<file path="src/rtl/sumador_pkg.sv">
// Shared encodings for the round-robin nibble-serial adder/subtractor.
package sumador_pkg;

  typedef enum logic [1:0] {
    StIdle = 2'd0,
    StCalc = 2'd1,
    StDone = 2'd2
  } state_e;

  typedef enum logic {
    OpAdd = 1'b0,
    OpSub = 1'b1
  } op_e;

  // Nibble counter width: ceil(log2(n)), never below one bit.
  function automatic int unsigned cnt_width(input int unsigned n);
    return (n > 1) ? $clog2(n) : 1;
  endfunction

endpackage

</file>
<file path="src/rtl/Sumador_4bits.sv">
// 4-bit ripple-carry adder shared by every nibble of an operation.
module Sumador_4bits (
  input  logic [3:0] a_i,
  input  logic [3:0] b_i,
  input  logic       cin_i,
  output logic [3:0] sum_o,
  output logic       cout_o
);

  // Ripple the carry through four full-adder stages.
  always_comb begin
    logic c;
    c     = cin_i;
    sum_o = 4'b0;
    for (int i = 0; i < 4; i++) begin
      sum_o[i] = a_i[i] ^ b_i[i] ^ c;
      c        = (a_i[i] & b_i[i]) | (c & (a_i[i] ^ b_i[i]));
    end
    cout_o = c;
  end

endmodule

</file>
<file path="src/rtl/sumador_arbitro_16.sv">
// Two-requester round-robin arbiter in front of a nibble-serial add/subtract unit.
module sumador_arbitro_16
  import sumador_pkg::*;
#(
  parameter int unsigned NIBBLES = 4
) (
  input  logic                 inclk,
  input  logic                 inrst,
  input  logic                 inreq0,
  input  logic                 inreq1,
  input  logic                 inop0,
  input  logic                 inop1,
  input  logic [4*NIBBLES-1:0] ina_r0,
  input  logic [4*NIBBLES-1:0] inb_r0,
  input  logic [4*NIBBLES-1:0] ina_r1,
  input  logic [4*NIBBLES-1:0] inb_r1,
  output logic                 outgnt0,
  output logic                 outgnt1,
  output logic                 outdone0,
  output logic                 outdone1,
  output logic [4*NIBBLES:0]   outres,
  output logic                 outbusy
);

  localparam int unsigned W    = 4 * NIBBLES;
  localparam int unsigned CntW = cnt_width(NIBBLES);

  state_e          state_q, state_d;
  logic [CntW-1:0] cnt_q, cnt_d;
  logic [W-1:0]    a_q, a_d;
  logic [W-1:0]    b_q, b_d;
  op_e             op_q, op_d;
  logic            id_q, id_d;
  logic            last_q, last_d;  // requester granted most recently
  logic            carry_q, carry_d;
  logic [W-1:0]    acc_q, acc_d;
  logic [W:0]      res_q, res_d;

  logic            win;
  int unsigned     idx;
  logic [3:0]      nib_a, nib_b, nib_sum;
  logic            nib_cin, nib_cout;

  // Operand slice for the current nibble; subtract feeds ~B with carry-in 1.
  always_comb begin
    idx     = 32'(cnt_q) * 4;
    nib_a   = a_q[idx +: 4];
    nib_b   = b_q[idx +: 4] ^ {4{op_q == OpSub}};
    nib_cin = (cnt_q == '0) ? op_q : carry_q;
  end

  Sumador_4bits u_nib_add (
    .a_i   (nib_a),
    .b_i   (nib_b),
    .cin_i (nib_cin),
    .sum_o (nib_sum),
    .cout_o(nib_cout)
  );

  // Round-robin pick: contested requests go to the one not served last.
  always_comb begin
    win = (inreq0 && inreq1) ? ~last_q : inreq1;
  end

  // Next-state: accept in idle, one nibble per calc cycle, single done cycle.
  always_comb begin
    state_d = state_q;
    cnt_d   = cnt_q;
    a_d     = a_q;
    b_d     = b_q;
    op_d    = op_q;
    id_d    = id_q;
    last_d  = last_q;
    carry_d = carry_q;
    acc_d   = acc_q;
    res_d   = res_q;
    unique case (state_q)
      StIdle: begin
        if (inreq0 || inreq1) begin
          a_d     = win ? ina_r1 : ina_r0;
          b_d     = win ? inb_r1 : inb_r0;
          op_d    = op_e'(win ? inop1 : inop0);
          id_d    = win;
          last_d  = win;
          cnt_d   = '0;
          state_d = StCalc;
        end
      end
      StCalc: begin
        acc_d[idx +: 4] = nib_sum;
        carry_d         = nib_cout;
        if (cnt_q == CntW'(NIBBLES - 1)) begin
          res_d   = {nib_cout, acc_d};
          cnt_d   = '0;
          state_d = StDone;
        end else begin
          cnt_d = cnt_q + 1'b1;
        end
      end
      StDone: state_d = StIdle;
      default: state_d = StIdle;
    endcase
  end

  // State and datapath registers; reset aborts any operation in flight.
  always_ff @(posedge inclk or posedge inrst) begin
    if (inrst) begin
      state_q <= StIdle;
      cnt_q   <= '0;
      a_q     <= '0;
      b_q     <= '0;
      op_q    <= OpAdd;
      id_q    <= 1'b0;
      last_q  <= 1'b1;
      carry_q <= 1'b0;
      acc_q   <= '0;
      res_q   <= '0;
    end else begin
      state_q <= state_d;
      cnt_q   <= cnt_d;
      a_q     <= a_d;
      b_q     <= b_d;
      op_q    <= op_d;
      id_q    <= id_d;
      last_q  <= last_d;
      carry_q <= carry_d;
      acc_q   <= acc_d;
      res_q   <= res_d;
    end
  end

  // Outputs decode straight from state so reset clears them immediately.
  always_comb begin
    outgnt0  = (state_q == StCalc) && (cnt_q == '0) && !id_q;
    outgnt1  = (state_q == StCalc) && (cnt_q == '0) && id_q;
    outdone0 = (state_q == StDone) && !id_q;
    outdone1 = (state_q == StDone) && id_q;
    outbusy  = (state_q != StIdle);
    outres   = res_q;
  end

endmodule

</file>
<file path="config.mk">
export PLATFORM = sky130hd
export DESIGN_NAME = sumador_arbitro_16
export DESIGN_NICKNAME = d
export VERILOG_FILES = /design/src/rtl/sumador_pkg.sv /design/src/rtl/Sumador_4bits.sv /design/src/rtl/sumador_arbitro_16.sv
export SDC_FILE = /design/constraint.sdc
export NUM_CORES = 1
export LEC_CHECK = 0
export ABC_AREA = 0
export CORE_UTILIZATION = 45
export CTS_BUF_LIST = sky130_fd_sc_hd__clkbuf_8
export DETAILED_ROUTE_END_ITERATION = 16
export PLACE_DENSITY = 0.83
export SLEW_MARGIN = 20
export SYNTH_ARGS = -nofsm -noshare
export SYNTH_HDL_FRONTEND = slang
export SYNTH_SLANG_ARGS = --single-unit
export TNS_END_PERCENT = 20
</file>
<file path="constraint.sdc">
create_clock -name inclk -period 4.1 [get_ports inclk]
set_input_delay 1.23 -clock inclk [delete_from_list [all_inputs] [get_ports inclk]]
set_output_delay 1.23 -clock inclk [all_outputs]
set_load 0.1 [all_outputs]
</file>
==> results.py <==
metrics = {
    "yosys": {
        "yosysWarnings": 0,
        "synth.ff_latch_count": 73,
        "yosys.area.top_type": "dfrtp_1",
        "synth_top_area_share": 0.442,
        "ys_seq_area_frac": 0.448,
        "syn_area_per_cell_um2": 13.4,
        "yosysMostFrequentCell": "dfrtp_1",
        "ys_top_cells_by_count": "72 x dfrtp_1, 56 x mux2_4, 26 x nand2b_1",
        "syn-num-nets": 384,
        "synth-async-reset-ratio": 1.00,
        "synth_edf_count": 0,
        "synth_area_leaders": "dfrtp_1 44%, mux2_4 21%, mux4_2 4.4%",
        "yosysUniqueCellTypes": 33,
        "synth.cell_area_um2": 4080,
        "synthCells": 304,
        "synth_ff_type": "dfrtp_1",
    },
    "critical_path": {
        "crit_chain": "inv_1 -> ha_1 -> mux2_2 -> fa_1 -> inv_1 -> fa_1 -> fa_1 -> fa_1 -> nor2_1 -> a22o_1",
        "worstPathMaxFanout": 12,
        "worstSetupEndpointType": "flop",
        "worstReg2RegStart": "cnt_q[1]",
        "worst_ep_arrival_time_ns": 3.76,
        "cp_slowest_cell": "dfrtp_1",
        "path_delay_family": "adder cells",
        "critPathBufInv": 2,
        "max_stage_delay_ns": 0.69,
        "crit_start": "cnt_q[1]",
        "path_class": "reg -> reg",
        "cp-start-kind": "flop",
        "cpMostUsedCell": "fa_1",
        "required_ns": 4.38,
    },
    "placed_design": {
        "pre_cts_slack_ns": 0.712,
        "place.gp.congestion": 0.855,
        "hpwl_um": 5960,
        "io_buffers": 91,
    },
    "global_route": {
        "antenna_found_initial": 0,
        "grt_max_degree": 37,
        "grtUsageTotal": 0.182,
        "grt_pass1_vias": 2743,
        "grt_pass1_wl_um": 13400,
        "grt_overflow": 0,
    },
    "sta": {
        "setup_tns_ns": 0,
        "finClkSkew_ns": 0.00854,
        "min_period_ns": 3.48,
        "setup_viol": 0,
        "layout_setup_ws_ns": 0.623,
        "timing.fmax_mhz": 288,
        "period_share": 0.848,
        "rsz0062_at_grt": "no",
        "finalHoldViolations": 0,
        "slew_headroom": 0.356,
        "slew_viol_final": 0,
        "tightest_slew_ns": 0.963,
    },
    "detailed_routing": {
        "wl_per_cell_um": 16.0,
        "postRouteWirelength_um": 8070,
        "ant_nets": 0,
        "dr.pass1.iters": 4,
        "vias_per_cell": 5.23,
        "vias": 2647,
        "drcViolationCount": 0,
        "drtIter0Drc": 85,
    },
    "cells_and_area": {
        "insertedDiodeCount": 0,
        "seq_area_um2": 1830,
        "drive_above_1_share": 0.274,
        "fillCellCount": 693,
        "nNetsFinal": 473,
        "multi_input_area_um2": 2070,
        "area_delta_synth_final_pct": 27.9,
    },
    "clock_network": {
        "clock_sinks": 73,
        "clk_latency_ns": 0.35,
        "cts_tree": "done",
        "ctsHoldBuffers": 0,
        "clkSlewWorstSetupHoldPaths_ns": 0.08,
        "cts_resized": 0,
        "numCtsBuffers": 9,
        "clockRootBuffer": "clkbuf_8",
        "cts_setup_buffers": 0,
        "htree_levels": 3,
        "clockBufferDepth": 2,
    },
    "die": {
        "rows": 34,
        "die_x_um": 97.2,
        "io_pins": 92,
        "start_util": 0.465,
        "core_um2": 8760,
        "die_h_um": 97.2,
        "dieArea_um2": 9450,
    },
    "run": {
        "drv_cap": 0,
    },
    "worst_hold_path": {
        "min_from": "acc_q[0]",
        "hp-class": "reg -> reg",
    },
    "outcome": {
        "status": "finished, final reports clean",
    },
}
[stage by stage]
stage	instance area, um^2	hold slack, ns	utilization	instances
2_1_floorplan	4080	0.446	-	304
3_3_place_gp	5010	0.469	0.572	490
3_5_place_dp	5010	0.474	0.572	490
4_1_cts	5210	0.491	0.595	506
5_1_grt	5220	0.501	0.595	506
6_report	5220	0.490	0.595	506
[layout make-up]
type,count,share of cell area
Clock buffer,10,0.0264
Clock inverter,6,0.0125
Inverter,9,0.00648
Multi-Input combinational cell,204,0.396
Sequential cell,73,0.351
Tap cell,108,0.0259
Timing Repair Buffer,96,0.182
[kinds of logic (layout without fill, tap and decap cells)]
kind of cell    after synthesis  after routing  synth area share
compound gates               43             43            0.0752
fa+ha+maj                    10             10            0.0380
buf+inv                      27            121            0.0454
flops                        73             73             0.448
xor+xnor                      4              4           0.00859
simple gates                 70             70            0.0991
mux                          77             77             0.286
[placed cells by master (no fill, tap or decap)]
master,count
nand2b_1,26
a22o_1,12
inv_2,1
clkinv_2,2
bufinv_16,1
ha_1,6
mux4_2,8
and4b_1,1
and3b_2,1
a31oi_1,12
mux2_4,56
clkdlybuf4s50_1,86
buf_12,1
nor2b_1,5
xnor2_1,3
and4bb_2,3
o31ai_1,2
or2_1,1
fa_1,4
inv_1,8
a21bo_2,1
mux2_2,11
a21oi_1,8
nor3b_1,2
dfstp_2,1
mux2i_1,2
buf_4,9
dfrtp_1,72
clkbuf_8,10
o22ai_1,1
o21ai_0,3
nor2_8,1
inv_6,2
a32o_1,4
nand2_1,8
nor2_1,22
clkinvlp_4,1
xor2_1,1
[routing by layer]
| layer | vias to the layer above | part of all wire | GRT usage |
|---|---|---|---|
| li1 | 1265 | - | - |
| met1 | 1294 | 0.42 | 0.226 |
| met2 | 74 | 0.52 | 0.305 |
| met3 | 14 | 0.040 | 0.0338 |
| met4 | 0 | 0.018 | 0.0884 |
| met5 | - | 0 | 0 |
[path summary, 6_finish.rpt]
check / cells past startpoint / end / slack, ns
max: 10 / acc_q[11] / 0.62
min: 1 / acc_q[0] / 0.49
max reg2reg: 10 / acc_q[11] / 0.62
min reg2reg: 1 / acc_q[0] / 0.49
max in group asynchronous: 3 / last_q / 2.18
min in group asynchronous: 2 / acc_q[15] / 1.20
[flip-flops by register name, indices dropped and copies added (netlist names)]
register / flops
carry_q: 1
b_q: 16
state_q: 2
a_q: 16
outres: 17
id_q: 1
op_q: 1
last_q: 1
acc_q: 16
cnt_q: 2
Power is left out: the tool's default activity adds up to more than one toggle a clock period on the data nets, which glitch-free logic cannot reach.
